## src/rtl/snn_stream_loader.sv

```systemverilog
// Host-side byte-serial loader for the SNN core: streams weights and inputs MSB-first,
// runs execute for a programmed cycle count and accumulates lagged per-output spike counts.
module snn_stream_loader #(
   parameter int INPUTS  = 16,
   parameter int WEIGHTS = 384,
   parameter int OUTPUTS = 8,
   parameter int EXEC_W  = 10,
   parameter int COUNT_W = 8
) (
   input  logic                       i_clk,
   input  logic                       i_reset,
   input  logic                       i_start,
   input  logic                       i_load_weights,
   input  logic [WEIGHTS-1:0]         i_weights_vec,
   input  logic [INPUTS-1:0]          i_inputs_vec,
   input  logic [EXEC_W-1:0]          i_exec_cycles,
   output logic [7:0]                 o_data_out,
   output logic                       o_input_weights,
   output logic                       o_execute,
   input  logic [OUTPUTS-1:0]         i_spikes_in,
   output logic                       o_busy,
   output logic                       o_done,
   output logic [OUTPUTS*COUNT_W-1:0] o_spike_count
);

   localparam int NW    = WEIGHTS / 8;
   localparam int NI    = INPUTS / 8;
   localparam int NMAX  = (NW > NI) ? NW : NI;
   localparam int IDX_W = $clog2(NMAX + 1);

   typedef enum logic [2:0] {
      S_IDLE, S_LOAD_W, S_LOAD_I, S_EXEC, S_DRAIN, S_DONE
   } state_t;

   state_t                            r_state, w_state_nxt;
   logic [WEIGHTS-1:0]                r_wsh, w_wsh_nxt;
   logic [INPUTS-1:0]                 r_ish, w_ish_nxt;
   logic [IDX_W-1:0]                  r_idx, w_idx_nxt;
   logic [EXEC_W-1:0]                 r_ecnt, w_ecnt_nxt;
   logic [7:0]                        r_data, w_data_nxt;
   logic                              r_iw, w_iw_nxt;
   logic                              r_exec, w_exec_nxt;
   logic                              r_exec_d;
   logic                              r_busy, w_busy_nxt;
   logic                              r_done, w_done_nxt;
   logic                              w_clr;
   logic [OUTPUTS-1:0][COUNT_W-1:0]   r_cnt;

   always_comb begin
      w_state_nxt = r_state;
      w_wsh_nxt   = r_wsh;
      w_ish_nxt   = r_ish;
      w_idx_nxt   = r_idx;
      w_ecnt_nxt  = r_ecnt;
      w_data_nxt  = 8'h00;
      w_iw_nxt    = 1'b0;
      w_exec_nxt  = 1'b0;
      w_busy_nxt  = r_busy;
      w_done_nxt  = 1'b0;
      w_clr       = 1'b0;
      case (r_state)
         S_IDLE: begin
            // The cycle showing done still belongs to the previous run, so start is ignored there.
            if (i_start && !r_done) begin
               w_clr      = 1'b1;
               w_busy_nxt = 1'b1;
               w_ecnt_nxt = i_exec_cycles;
               w_idx_nxt  = IDX_W'(1);
               if (i_load_weights) begin
                  w_state_nxt = S_LOAD_W;
                  w_data_nxt  = i_weights_vec[WEIGHTS-1 -: 8];
                  w_iw_nxt    = 1'b1;
                  w_wsh_nxt   = i_weights_vec << 8;
                  w_ish_nxt   = i_inputs_vec;
               end else begin
                  w_state_nxt = S_LOAD_I;
                  w_data_nxt  = i_inputs_vec[INPUTS-1 -: 8];
                  w_ish_nxt   = i_inputs_vec << 8;
               end
            end
         end
         S_LOAD_W: begin
            if (r_idx < IDX_W'(NW)) begin
               w_data_nxt = r_wsh[WEIGHTS-1 -: 8];
               w_iw_nxt   = 1'b1;
               w_wsh_nxt  = r_wsh << 8;
               w_idx_nxt  = r_idx + IDX_W'(1);
            end else begin
               w_state_nxt = S_LOAD_I;
               w_data_nxt  = r_ish[INPUTS-1 -: 8];
               w_ish_nxt   = r_ish << 8;
               w_idx_nxt   = IDX_W'(1);
            end
         end
         S_LOAD_I: begin
            if (r_idx < IDX_W'(NI)) begin
               w_data_nxt = r_ish[INPUTS-1 -: 8];
               w_ish_nxt  = r_ish << 8;
               w_idx_nxt  = r_idx + IDX_W'(1);
            end else if (r_ecnt != '0) begin
               w_state_nxt = S_EXEC;
               w_exec_nxt  = 1'b1;
               w_ecnt_nxt  = r_ecnt - EXEC_W'(1);
            end else begin
               w_state_nxt = S_DONE;
            end
         end
         S_EXEC: begin
            if (r_ecnt != '0) begin
               w_exec_nxt = 1'b1;
               w_ecnt_nxt = r_ecnt - EXEC_W'(1);
            end else begin
               w_state_nxt = S_DRAIN;
            end
         end
         S_DRAIN, S_DONE: begin
            w_state_nxt = S_IDLE;
            w_busy_nxt  = 1'b0;
            w_done_nxt  = 1'b1;
         end
         default: w_state_nxt = S_IDLE;
      endcase
   end

   always_ff @(posedge i_clk) begin
      if (i_reset) begin
         r_state  <= S_IDLE;
         r_wsh    <= '0;
         r_ish    <= '0;
         r_idx    <= '0;
         r_ecnt   <= '0;
         r_data   <= 8'h00;
         r_iw     <= 1'b0;
         r_exec   <= 1'b0;
         r_exec_d <= 1'b0;
         r_busy   <= 1'b0;
         r_done   <= 1'b0;
      end else begin
         r_state  <= w_state_nxt;
         r_wsh    <= w_wsh_nxt;
         r_ish    <= w_ish_nxt;
         r_idx    <= w_idx_nxt;
         r_ecnt   <= w_ecnt_nxt;
         r_data   <= w_data_nxt;
         r_iw     <= w_iw_nxt;
         r_exec   <= w_exec_nxt;
         r_exec_d <= r_exec;
         r_busy   <= w_busy_nxt;
         r_done   <= w_done_nxt;
      end
   end

   // The core's spike outputs reflect the previous execute cycle, hence the delayed enable.
   always_ff @(posedge i_clk) begin
      if (i_reset || w_clr) begin
         r_cnt <= '0;
      end else if (r_exec_d) begin
         for (int k = 0; k < OUTPUTS; k++) begin
            if (i_spikes_in[k] && (r_cnt[k] != {COUNT_W{1'b1}}))
               r_cnt[k] <= r_cnt[k] + COUNT_W'(1);
         end
      end
   end

   assign o_data_out      = r_data;
   assign o_input_weights = r_iw;
   assign o_execute       = r_exec;
   assign o_busy          = r_busy;
   assign o_done          = r_done;
   assign o_spike_count   = r_cnt;

endmodule

```

## config.mk

```make
export PLATFORM = sky130hd
export DESIGN_NAME = snn_stream_loader
export DESIGN_NICKNAME = d
export VERILOG_FILES = /design/src/rtl/snn_stream_loader.sv
export SDC_FILE = /design/constraint.sdc
export NUM_CORES = 1
export LEC_CHECK = 0
export ABC_AREA = 1
export BUFFER_PORTS_ARGS = -buffer_cell sky130_fd_sc_hd__buf_2
export CAP_MARGIN = 0
export CORE_ASPECT_RATIO = 1.2
export CORE_MARGIN = 8
export CORE_UTILIZATION = 43
export DETAILED_ROUTE_END_ITERATION = 10
export PLACE_DENSITY = 0.66
export SETUP_SLACK_MARGIN = 0.05
export SYNTH_ARGS = -nofsm -noshare
export SYNTH_HDL_FRONTEND = slang
export SYNTH_SLANG_ARGS = --single-unit
```

## constraint.sdc

```tcl
create_clock -name i_clk -period 2.36 [get_ports i_clk]
set_clock_uncertainty 0.2 [all_clocks]
set_input_delay 0 -clock i_clk [delete_from_list [all_inputs] [get_ports i_clk]]
set_output_delay 0 -clock i_clk [all_outputs]
set_load 0.05 [all_outputs]
```

After elaboration in Yosys (flattened, before gate mapping)
Index checks and enable logic that the tools add are counted.

Bits in registers: 496. Word-level logic and storage cells: 124. Input bits: 422. Output and inout port bits: 76.

Reductions and logical operators: 32. $lt $le $gt $ge: 2. Equal/unequal tests: 20. Multiplexer cells: 41. Add/sub/neg operators: 10.

Operator list (count): 384-bit two-way mux (3); 384-bit case mux with 2 select lines (1); 8-bit by 1-bit adder with 8-bit output (second input constant) (8); 16-bit two-way mux (4); 8-bit != test (second input constant) (8); 16-bit case mux with 3 select lines (1); 8-bit two-way mux (4); 10-bit two-way mux (3); 10-bit case mux with 3 select lines (1); 8-bit case mux with 3 select lines (1); 6-bit two-way mux (3); 6-bit case mux with 3 select lines (1); 2-bit AND reduction (9); 3-bit two-way mux (5); 2-bit != test (second input constant) (7); 3-bit case mux with 4 select lines (1); 4-bit AND reduction (3); 10-bit nonzero test (1); 10-bit by 1-bit subtractor with 10-bit output (second input constant) (1); 1-bit logical AND (9); 1-bit two-way mux (9); 6-bit by 1-bit adder with 6-bit output (second input constant) (1); 3-bit by 2-bit == test with 1-bit output (second input constant) (2); 3-bit == test (second input constant) (2); 12 further kinds (17).

Logic depth before layout (Yosys ltp)
Gate-level depths: netlist of run 1.

Depth after elaboration: 5. Gate-level depth with buffers: 12. Depth with buffers taken out: 12.

Worst setup path before layout of run 1
Ideal clock, no wire load.

Path kind: register -> register. Start point: reg r_cnt (netlist bit o_spike_count[49]). End point: reg r_cnt (netlist bit o_spike_count[52]). Arrival: 1857 ps. Buffers on the path: 0. Period minus slack after synthesis: 2126 ps. Setup time: 70 ps. Cell stages (with the launch flop): 10. Slack: 234 ps. Required time: 2090 ps. Cells stage by stage: dfxtp_1 -> ha_1 -> inv_1 -> nor2_1 -> nand4_1 -> nand2_1 -> clkinv_1 -> nand2_1 -> nand2_1 -> a21oi_1.

Cells in the longest elaborated chain, start to end: 3. Elaborated cells on any way between the ends: 4. Classes of those cells: 1 x add/sub; 1 x eq/ne; 2 x reduce/logical.

Ends and longest elaborated chain: start, declared (RTL line 47) `logic [OUTPUTS-1:0][COUNT_W-1:0] r_cnt;`; start signal, assigned by index (RTL line 160) `r_cnt[k] <= r_cnt[k] + COUNT_W'(1);`; branches (longest 3 deep; another with 8-bit by 1-bit adder with 8-bit output).

Several ways; the timed one is not identified. A chain may end at the register's enable or synchronous reset.

Worst setup path in the final report of run 1
Start point: reg r_state[0]. End point: reg r_data[5] (netlist: o_data_out[5]).

Cells in the longest elaborated chain, start to end: 2. Elaborated cells on any way between the ends: 4. Classes of those cells: 2 x eq/ne; 1 x mux; 1 x reduce/logical.

Ends and longest elaborated chain: start, declared (RTL line 35) `state_t r_state, w_state_nxt;`; start signal, assigned (RTL line 139) `r_state <= w_state_nxt;`; 3-bit by 2-bit == test with 1-bit output, or another cell as far along (RTL line 61) `case (r_state)`; 8-bit case mux with 3 select lines (*) (RTL line 61); end signal, assigned (RTL line 144) `r_data <= w_data_nxt;`; end, declared (RTL line 40) `logic [7:0] r_data, w_data_nxt;`.

Mark *: on every way between the ends. The rest lies on a longest branch, timed or not.

==> summary.txt, run 1 <==
Avg Synthesized Cell Area: 7.059 µm²
Leakage Power: 13.41 nW
Placed wire-length estimate: 48600 µm
Fillers: 4262
Yosys warns: 0
Final setup fails: 0
Peak supply drop: 0.6315 mV
Die H: 261.0 µm
Worst path bufs/invs: 3
Nets: 4303
Final period util: 0.9362
Tightest Pin Transition: 631.2 ps
Crit path time final: 2210 ps
DP Area: 24610 µm²
Rows: 90
Synth Area in Adders: 0.005817
Hold Crit Class: input port to flip-flop
TritonCTS clock tree: done
Share of layout cells above drive strength 1: 0.1692
Seq/Total Area, Yosys: 0.4542
Area grow syn2layout: 43.61%
Top cell by count, worst path: nand2_1
Post-Syn Instances: 3047
Clk buf depth: 3
Pre-CTS worst setup slack: 202.6 ps
Fin area: 30890 µm²
Simple-Gate Fraction of Synth Area: 0.2317
Largest net degree at the start of global routing: 113
Post-route setup slack: 150.5 ps
Setup Crit Path Kind: flip-flop to flip-flop
Final instance count without filler cells: 4579
Synth Area in Compound Gates: 0.2271
Share of the synthesized area in the top cell type: 0.4542
Die area: 57460 µm²
DR vias/cell: 5.397
First-pass GRT wire length: 125700 µm
Final Total Pwr: 32.30 mW
Clock Pin Slew Worst Setup and Hold Paths: 60 ps
Max Slew Vio Count: 0
Max incr delay on CP: 580 ps
Initial core utilization: 0.4312
DRC violations left: 0
Critical Path Source Type: flip-flop
Syn_nets: 3479
Slew headroom: 0.5792
Setup tns final: 0 ps
Synth Cell Area: 21510 µm²
CP required: 2690 ps
Routed WL: 80170 µm
Gp weighted congestion: 0.8810
Synth top area cells: dfxtp_1, nand2_1, a31oi_1
DRT iter0 DRCs: 2705
Netlist cell types: 30
Peak Freq: 452.6 MHz
ANT nets after route: 0
Die Wd: 220.2 µm
Core area: 49890 µm²
Most common cell after layout, fill and taps aside: nand2_1
GRT Overall Usage: 0.2678
Setup bufs post-CTS: 0
Routed length per instance: 17.51 µm
CTS Buf Count: 50
I/O Buffers: 497
RSZ-0062 raised after global routing: yes
Placed cell count: 4021
Crit end category: flip-flop
Critical path data arrival time: 2540 ps
GR Overflow Total: 0
Via count: 24715
Final Hold Fails: 0
Clk sink count: 488
Vias in the first global route: 23974
Clk_lat worst skew: 580 ps
Largest delay share family, worst path: buffers and inverters
CP Max Fanout: 8
Finished Core Util: 0.6192
Status: completed
Antenna violations before repair: 19
Multiplexer share of the synthesized area: 0.0004654
CTS root buffer: clkbuf_16
Synth Area in XOR/XNOR: 0.01018
Max_cap viols: 0
Worst path slowest cell: dlygate4sd3_1
Most frequent cells in the layout: nand2_1, buf_2, dfxtp_1
Post-synthesis register bit count: 488
Post-synth top area cell: dfxtp_1
CTS H-tree lvls: 2
Main combinational cell family by area after synthesis: simple AND/OR/NAND/NOR gates
PwrDens: 1046 nW/µm²
Drt pass-1 iters: 7
CP Cell Sequence: nor2_1 > nand2_1 > nor2_2 > buf_4 > o211ai_1 > dlygate4sd3_1 > nand3_1 > nand2_1 > inv_1
Final hold slack: 33.06 ps
Number of I/O pins: 498
-- where the power goes --
part           internal [mW]  total (mW)  switching [mW]
combinational           3.93        10.7            6.81
sequential              11.4        13.2            1.81
clock                   4.98        8.38            3.40
-- synth_stat cells --
cell type and n:
and2_1 1, a31oi_1 372, nor2_2 2, inv_1 136
inv_2 4, clkinv_1 3, nor3_1 35, nand2_2 1
nor2_1 117, nor4_1 6, nand3_1 64, a221oi_1 1
a21oi_1 73, xnor2_1 2, nand4_1 8, mux2i_1 1
buf_2 99, a211oi_1 1, clkbuf_1 125, ha_1 10
buf_1 4, o21ai_0 343, nand2_1 1031, nand3b_1 3
o21ai_1 78, or2_2 7, dfxtp_1 488, o21ai_2 1
o211ai_1 8, xor2_1 23
-- final cells by class --
type                    instances  area [µm²]  share of cell area
multi-input cells            2188       10240              0.3317
clock inverters                11       116.4            0.003767
clock buffers                  82        1645             0.05327
repair buffers               1000        7704              0.2494
diodes                         23       57.56            0.001863
flip-flops and latches        488        9771              0.3163
inverters                     143       544.3             0.01762
well taps                     644       805.8             0.02609
-- worst register-to-register path, stage by stage, from the launching register on --
cell and delay (ps):
dfxtp_2 360, nor2_1 180, nand2_1 190, nor2_2 180, buf_4 190, o211ai_1 110
dlygate4sd3_1 580, nand3_1 80, nand2_1 50, inv_1 50
-- what timing repair did --
| action | in CTS | in global routing |
|---|---|---|
| hold endpoints to repair | 485 | 0 |
| setup endpoints to repair | 0 | 115 |
| hold buffers | 442 | 0 |
| gates resized for setup | 0 | 6 |
-- path summary, 6_finish.rpt --
path	cells after the start	end	start	slack, ps
setup / recovery	9	o_data_out[5]	r_state[0]	150
hold reg to reg	2	r_exec_d	o_execute	250
hold / removal	4	r_wsh[160]	i_weights_vec[152]	30
setup reg to reg	9	o_data_out[5]	r_state[0]	150
-- sequential cells by signal, indices dropped and copies added (netlist names) --
signal,cells
r_exec_d,1
r_state,3
r_ecnt,10
o_busy,1
r_ish,16
o_data_out,8
o_input_weights,1
r_wsh,376
o_spike_count,64
r_idx,6
o_done,1
o_execute,1
-- metal layers --
metal  up-vias  GRT usage  share of wire
met5         -          0              0
met4         0     0.1387          0.050
met3       297    0.06920          0.080
met2      1189     0.4282           0.46
met1     11264     0.3296           0.41
li1      11965          -              -
-- kinds of logic after synthesis --
| family | count (synthesis) |
|---|---|
| xor+xnor | 25 |
| buf+inv | 371 |
| flops | 488 |
| simple gates | 1275 |
| mux | 1 |
| compound gates | 877 |
| fa+ha+maj | 10 |
No activity file was read; power rests on OpenSTA's default activity.
==> run 2: changes to the inputs <==
Settings changed: ABC_AREA 1 to unset.
==> run 2 against run 1 <==
Die area down 0.99%. Via count is 2.9% lower. Critical endpoint is now r_ecnt[3]. Wire length up 0.34%. Largest cell class unchanged. Highest routed layer unchanged. Utilization is 2.1 points higher. Largest power group unchanged. Sequential share of layout area fell by 0.49 points. Critical path depth stayed put. Count of clock-buffer cells in the layout down 5.
==> summary.txt, run 2 <==
Primary FF master, synth: dfxtp_1
PwrDens: 977.3 nW/µm²
CTS H-tree lvls: 2
Sequential Power Share: 0.380
First-pass GRT wire length: 122400 µm
Ys async rst share: 0
DRT iter0 DRCs: 2523
Multiplexer share of the synthesized area: 0.02070
I/O Buffers: 497
CTS Buf Count: 50
Status: completed
Largest net degree at the start of global routing: 135
Routed WL: 80440 µm
Number of I/O pins: 498
Clock Power Share: 0.267
Die H: 259.7 µm
Netlist cell types: 54
Synth Area in Compound Gates: 0.1908
Leakage Power: 12.82 nW
Fillers: 3759
CTS root buffer: clkbuf_16
Count leader, synth: nand2_1
Peak supply drop: 0.6252 mV
Final period util: 0.9993
Synth Area in XOR/XNOR: 0.01934
Via count: 23999
Final setup fails: 0
Final Hold Fails: 0
Sw frac: 0.3565
Peak Freq: 424.0 MHz
Max Slew Vio Count: 0
DR vias/cell: 5.643
Number of flops mapped to enable cells by yosys: 0
Comb pwr share: 0.353
Slew headroom: 0.5966
Clk sink count: 488
Synth Area in Adders: 0.005880
Share of layout cells above drive strength 1: 0.2024
Yosys warns: 0
Setup tns final: 0 ps
Share of the synthesized area in the top cell type: 0.4591
Clk_lat worst skew: 590 ps
DRC violations left: 0
Sw power: 10.93 mW
Critical Path Source Type: flip-flop
CP required: 2630 ps
Gp weighted congestion: 0.8985
Initial core utilization: 0.4343
Syn_nets: 3134
Pre-CTS worst setup slack: -23.90 ps
Clock Pin Slew Worst Setup and Hold Paths: 70 ps
Reg with most FFs: r_wsh
Die area: 56890 µm²
Post-synthesis register bit count: 488
Final Total Pwr: 30.67 mW
Post-synth top area cell: dfxtp_1
Max_cap viols: 0
GR Overflow Total: 0
Synth top cells by count: nand2_1, dfxtp_1, nor2_1
Most common cell after layout, fill and taps aside: nand2_1
Clk buf depth: 3
Post-Syn Instances: 2702
Crit end category: flip-flop
RSZ-0062 raised after global routing: yes
Vias in the first global route: 23375
Drt pass-1 iters: 7
Main combinational cell family by area after synthesis: simple AND/OR/NAND/NOR gates
Critical path data arrival time: 2630 ps
Die Wd: 219.1 µm
FF+latch area: 9773 µm²
Cell Int Power: 19.74 mW
Placed wire-length estimate: 48530 µm
Seq/Total Area, Yosys: 0.4591
Area grow syn2layout: 47.48%
Antenna violations before repair: 12
Setup Crit Path Kind: flip-flop to flip-flop
Rows: 89
ANT nets after route: 0
Multi-input logic area: 10650 µm²
Avg Synthesized Cell Area: 7.875 µm²
CP Max Fanout: 5
Most frequent cells in the layout: nand2_1, buf_2, dfxtp_1
Hold Crit Class: input port to flip-flop
Crit path time final: 2358 ps
Tightest Pin Transition: 605.0 ps
Max reg flops: 376
Simple-Gate Fraction of Synth Area: 0.2581
Post-route setup slack: 1.714 ps
Nets: 3995
Core area: 49000 µm²
TritonCTS clock tree: done
Synth Cell Area: 21280 µm²
Synth top area cells: dfxtp_1, a311oi_1, nand2_1
Routed length per instance: 18.91 µm
GRT Overall Usage: 0.2607
[run 2: kinds of logic after synthesis]
| logic type | Yosys count |
|---|---|
| compound gates | 487 |
| buf+inv | 242 |
| simple gates | 1387 |
| flops | 488 |
| fa+ha+maj | 10 |
| mux | 41 |
| xor+xnor | 47 |
[run 2: power groups by stage]
| stage | sequential (mW) | clock, mW | combinational [mW] |
|---|---|---|---|
| 6_report | 11.7 | 8.18 | 10.8 |
| 5_1_grt | 11.9 | 8.69 | 11.9 |
| 4_1_cts | 11.6 | 8.34 | 10.1 |
| 3_5_place_dp | 11.7 | 0 | 9.34 |
| 3_3_place_gp | 11.6 | 0 | 9.12 |
| 2_1_floorplan | 11.4 | 0 | 6.61 |
[run 2: worst paths after layout]
| path | start | to | slack (ps) | cells after the start |
|---|---|---|---|---|
| worst max-delay path | r_ecnt[0] | r_ecnt[3] | 2 | 9 |
| worst min-delay path | i_weights_vec[155] | r_wsh[163] | 30 | 4 |
| worst max register to register | r_ecnt[0] | r_ecnt[3] | 2 | 9 |
| worst min register to register | r_wsh[9] | r_wsh[9] | 250 | 2 |
[run 2: routing by layer]
| layer | routed length, µm | part of all wire | vias up | track usage |
|---|---|---|---|---|
| met3 | 6993 | 0.087 | 312 | 0.05463 |
| met5 | 0 | 0 | - | 0 |
| met2 | 37740 | 0.47 | 1378 | 0.4275 |
| met1 | 31590 | 0.39 | 11131 | 0.3194 |
| met4 | 4115 | 0.051 | 0 | 0.1345 |
| li1 | - | - | 11178 | - |
[run 2: layout make-up]
type                            instances  area share
Clock buffer                           77     0.04792
Inverter                                4   0.0005582
Antenna cell                           14    0.001116
Multi-Input combinational cell       1972      0.3392
Timing Repair Buffer                 1047      0.2680
Sequential cell                       488      0.3114
Clock inverter                         14    0.006379
Tap cell                              637     0.02540
[run 2: per-stage QoR]
step	hold WS (ps)	instances	area [µm²]	util
2_1_floorplan	-62.60	2702	21280	-
3_3_place_gp	43.90	3673	24660	0.5033
3_5_place_dp	52.99	3673	24660	0.5033
4_1_cts	0.2492	4232	31090	0.6345
5_1_grt	13.51	4251	31380	0.6404
6_report	34.70	4253	31380	0.6405
[run 2: worst max-delay path, stage by stage, from the launching register on]
cell and delay, ps:
dfxtp_4 360, inv_4 60, ha_4 140, or4b_4 460, or3_4 370, a31oi_4 210
buf_12 150, clkbuf_16 140, a21oi_1 50, o32ai_1 120
[run 2: timing repair]
action / CTS / global route
pin swaps: 1 / 6
hold buffers: 465 / 0
buffers inserted: 2 / 2
gates resized for setup: 6 / 22
cloned: 1 / 5
endpoints found under the hold margin: 488 / 0
endpoints found under the setup margin: 3 / 162
==> run 3: changes to the inputs <==
Settings changed: CORE_ASPECT_RATIO 1.2 to 0.9, CTS_CLUSTER_DIAMETER set to 120, CTS_CLUSTER_SIZE set to 25.
==> run 3 against run 2 <==
The flow now finishes with violations (setup timing). Sequential power hardly changed. Utilization decreased by 2.7 points. Combinational power barely moved. Worst setup slack worse by 19 ps. Sequential share of layout area increased by 1.4 points. Non-clock buffer count shrank 33. Via count decreased by 2.9%. Register-to-register slack got worse by 20 ps. Count of clock-buffer cells in the layout decreased by 54. Largest power group unchanged.
==> summary.txt, run 3 (synthesis results as in run 2) <==
Routed WL: 78890 µm
Antenna violations before repair: 18
Number of I/O pins: 498
DRT iter0 DRCs: 2216
Busiest grt layer: met2
Critical path data arrival time: 2620 ps
Area grow syn2layout: 41.35%
Via count: 23313
Leakage Power: 12.19 nW
Routed length per instance: 18.98 µm
CTS H-tree lvls: 1
Vias in the first global route: 22799
ANT nets after route: 0
DR vias/cell: 5.609
Min-delay src: i_weights_vec[75]
Clock Power Share: 0.165
Nets: 3935
FF+latch area: 9778 µm²
Met2 GRT Util: 0.4253
Max_cap viols: 0
Setup Crit Path Kind: flip-flop to flip-flop
Comb pwr share: 0.404
Placed wire-length estimate: 48870 µm
Rows: 77
Cell Int Power: 16.82 mW
Crit end category: flip-flop
Clk buf depth: 3
Crit path time final: 2377 ps
Sw power: 10.15 mW
Share of layout cells above drive strength 1: 0.1933
TritonCTS clock tree: done
Largest net degree at the start of global routing: 122
Clk_lat worst skew: 580 ps
Clk sink count: 488
Multi-input logic area: 10620 µm²
Clock Pin Slew Worst Setup and Hold Paths: 100 ps
Max reg flops: 376
GRT Overall Usage: 0.2557
CTS root buffer: clkbuf_16
Sequential Power Share: 0.431
Slew headroom: 0.6259
Most frequent cells in the layout: nand2_1, buf_2, dfxtp_1
Grt met1 use: 0.3192
Initial core utilization: 0.4339
DP Area: 24620 µm²
Most common cell after layout, fill and taps aside: nand2_1
Fillers: 4037
I/O Buffers: 497
Core area: 49040 µm²
Fin area: 30080 µm²
Pre-CTS worst setup slack: 31.73 ps
Final period util: 1.007
Post-route setup slack: -17.23 ps
PwrDens: 896.6 nW/µm²
RSZ-0062 raised after global routing: yes
Hold Crit Class: input port to flip-flop
Status: finished with violations
CP required: 2600 ps
Max Slew Vio Count: 0
Final setup fails: 1
Sw frac: 0.3764
R2R Path Start: r_state[0]
Worst setup startpoint: r_state[0]
CP Max Fanout: 40
GR Overflow Total: 0
Final hold slack: 26.73 ps
Reg with most FFs: r_wsh
Failing checks: setup timing
Final Hold Fails: 0
DRC violations left: 0
Die area: 56870 µm²
Drt pass-1 iters: 6
Die H: 227.0 µm
Met3 global-route usage: 0.05295
Setup tns final: -17.23 ps
CTS Buf Count: 23
Die Wd: 250.5 µm
Gp weighted congestion: 0.8612
Peak supply drop: 0.6197 mV
First-pass GRT wire length: 120800 µm
Critical Path Source Type: flip-flop
Peak Freq: 420.7 MHz
Tightest Pin Transition: 561.1 ps
==> run 3: final timing paths <==
| path | end | cells past startpoint | slack (ps) |
|---|---|---|---|
| worst max-delay path | r_wsh[197] | 8 | -20 |
| worst min-delay path | r_wsh[83] | 4 | 30 |
| worst max register to register | r_wsh[197] | 8 | -20 |
| worst min register to register | r_wsh[8] | 2 | 260 |
==> run 3: power groups by stage <==
stage | Clock (mW) | Sequential [mW] | Combinational (mW)
2_1_floorplan | 0 | 11.4 | 6.61
3_3_place_gp | 0 | 11.7 | 9.08
3_5_place_dp | 0 | 11.7 | 9.32
4_1_cts | 4.57 | 11.5 | 10.0
5_1_grt | 4.82 | 11.8 | 12.0
6_report | 4.44 | 11.6 | 10.9
==> run 3: final cells by class <==
cell class                 count  share of cell area
inverter                       4           0.0004992
multi-input combinational   1972              0.3530
clock inverter                 2           0.0008320
timing repair buffer        1014              0.2734
clock buffer                  23             0.01914
tap                          632             0.02629
antenna                       21            0.001747
sequential                   488              0.3251
==> run 3: worst max-delay path: stages, from the launching register on <==
cell and delay (ps):
dfxtp_4 410, a21boi_1 210, a31oi_1 100, nor3_4 190, buf_12 170, buf_16 210
buf_16 220, nor2_1 100, a311oi_1 400
==> run 3: per-layer routing <==
layer  share of wire  up-vias
met5         0.00067        -
met4           0.050       10
met3           0.076      298
met2            0.47     1169
met1            0.41    10794
li1                -    11042
==> run 3: metrics by stage <==
step	cells	utilization	power (mW)
after global placement	3662	0.5022	20.74
after CTS	4122	0.6039	26.13
after detailed placement	3662	0.5022	21.03
final	4156	0.6133	26.97
after global routing	4148	0.6129	28.64
after floorplan	2702	-	18.06
==> run 3: repair_timing <==
| action | CTS | global route |
|---|---|---|
| hold buffers | 432 | 0 |
| setup buffers | 2 | 5 |
| cloned | 1 | 8 |
| hold endpoints to repair | 488 | 0 |
| pin swaps | 1 | 3 |
| endpoints found under the setup margin | 50 | 312 |
| resized for setup | 2 | 37 |
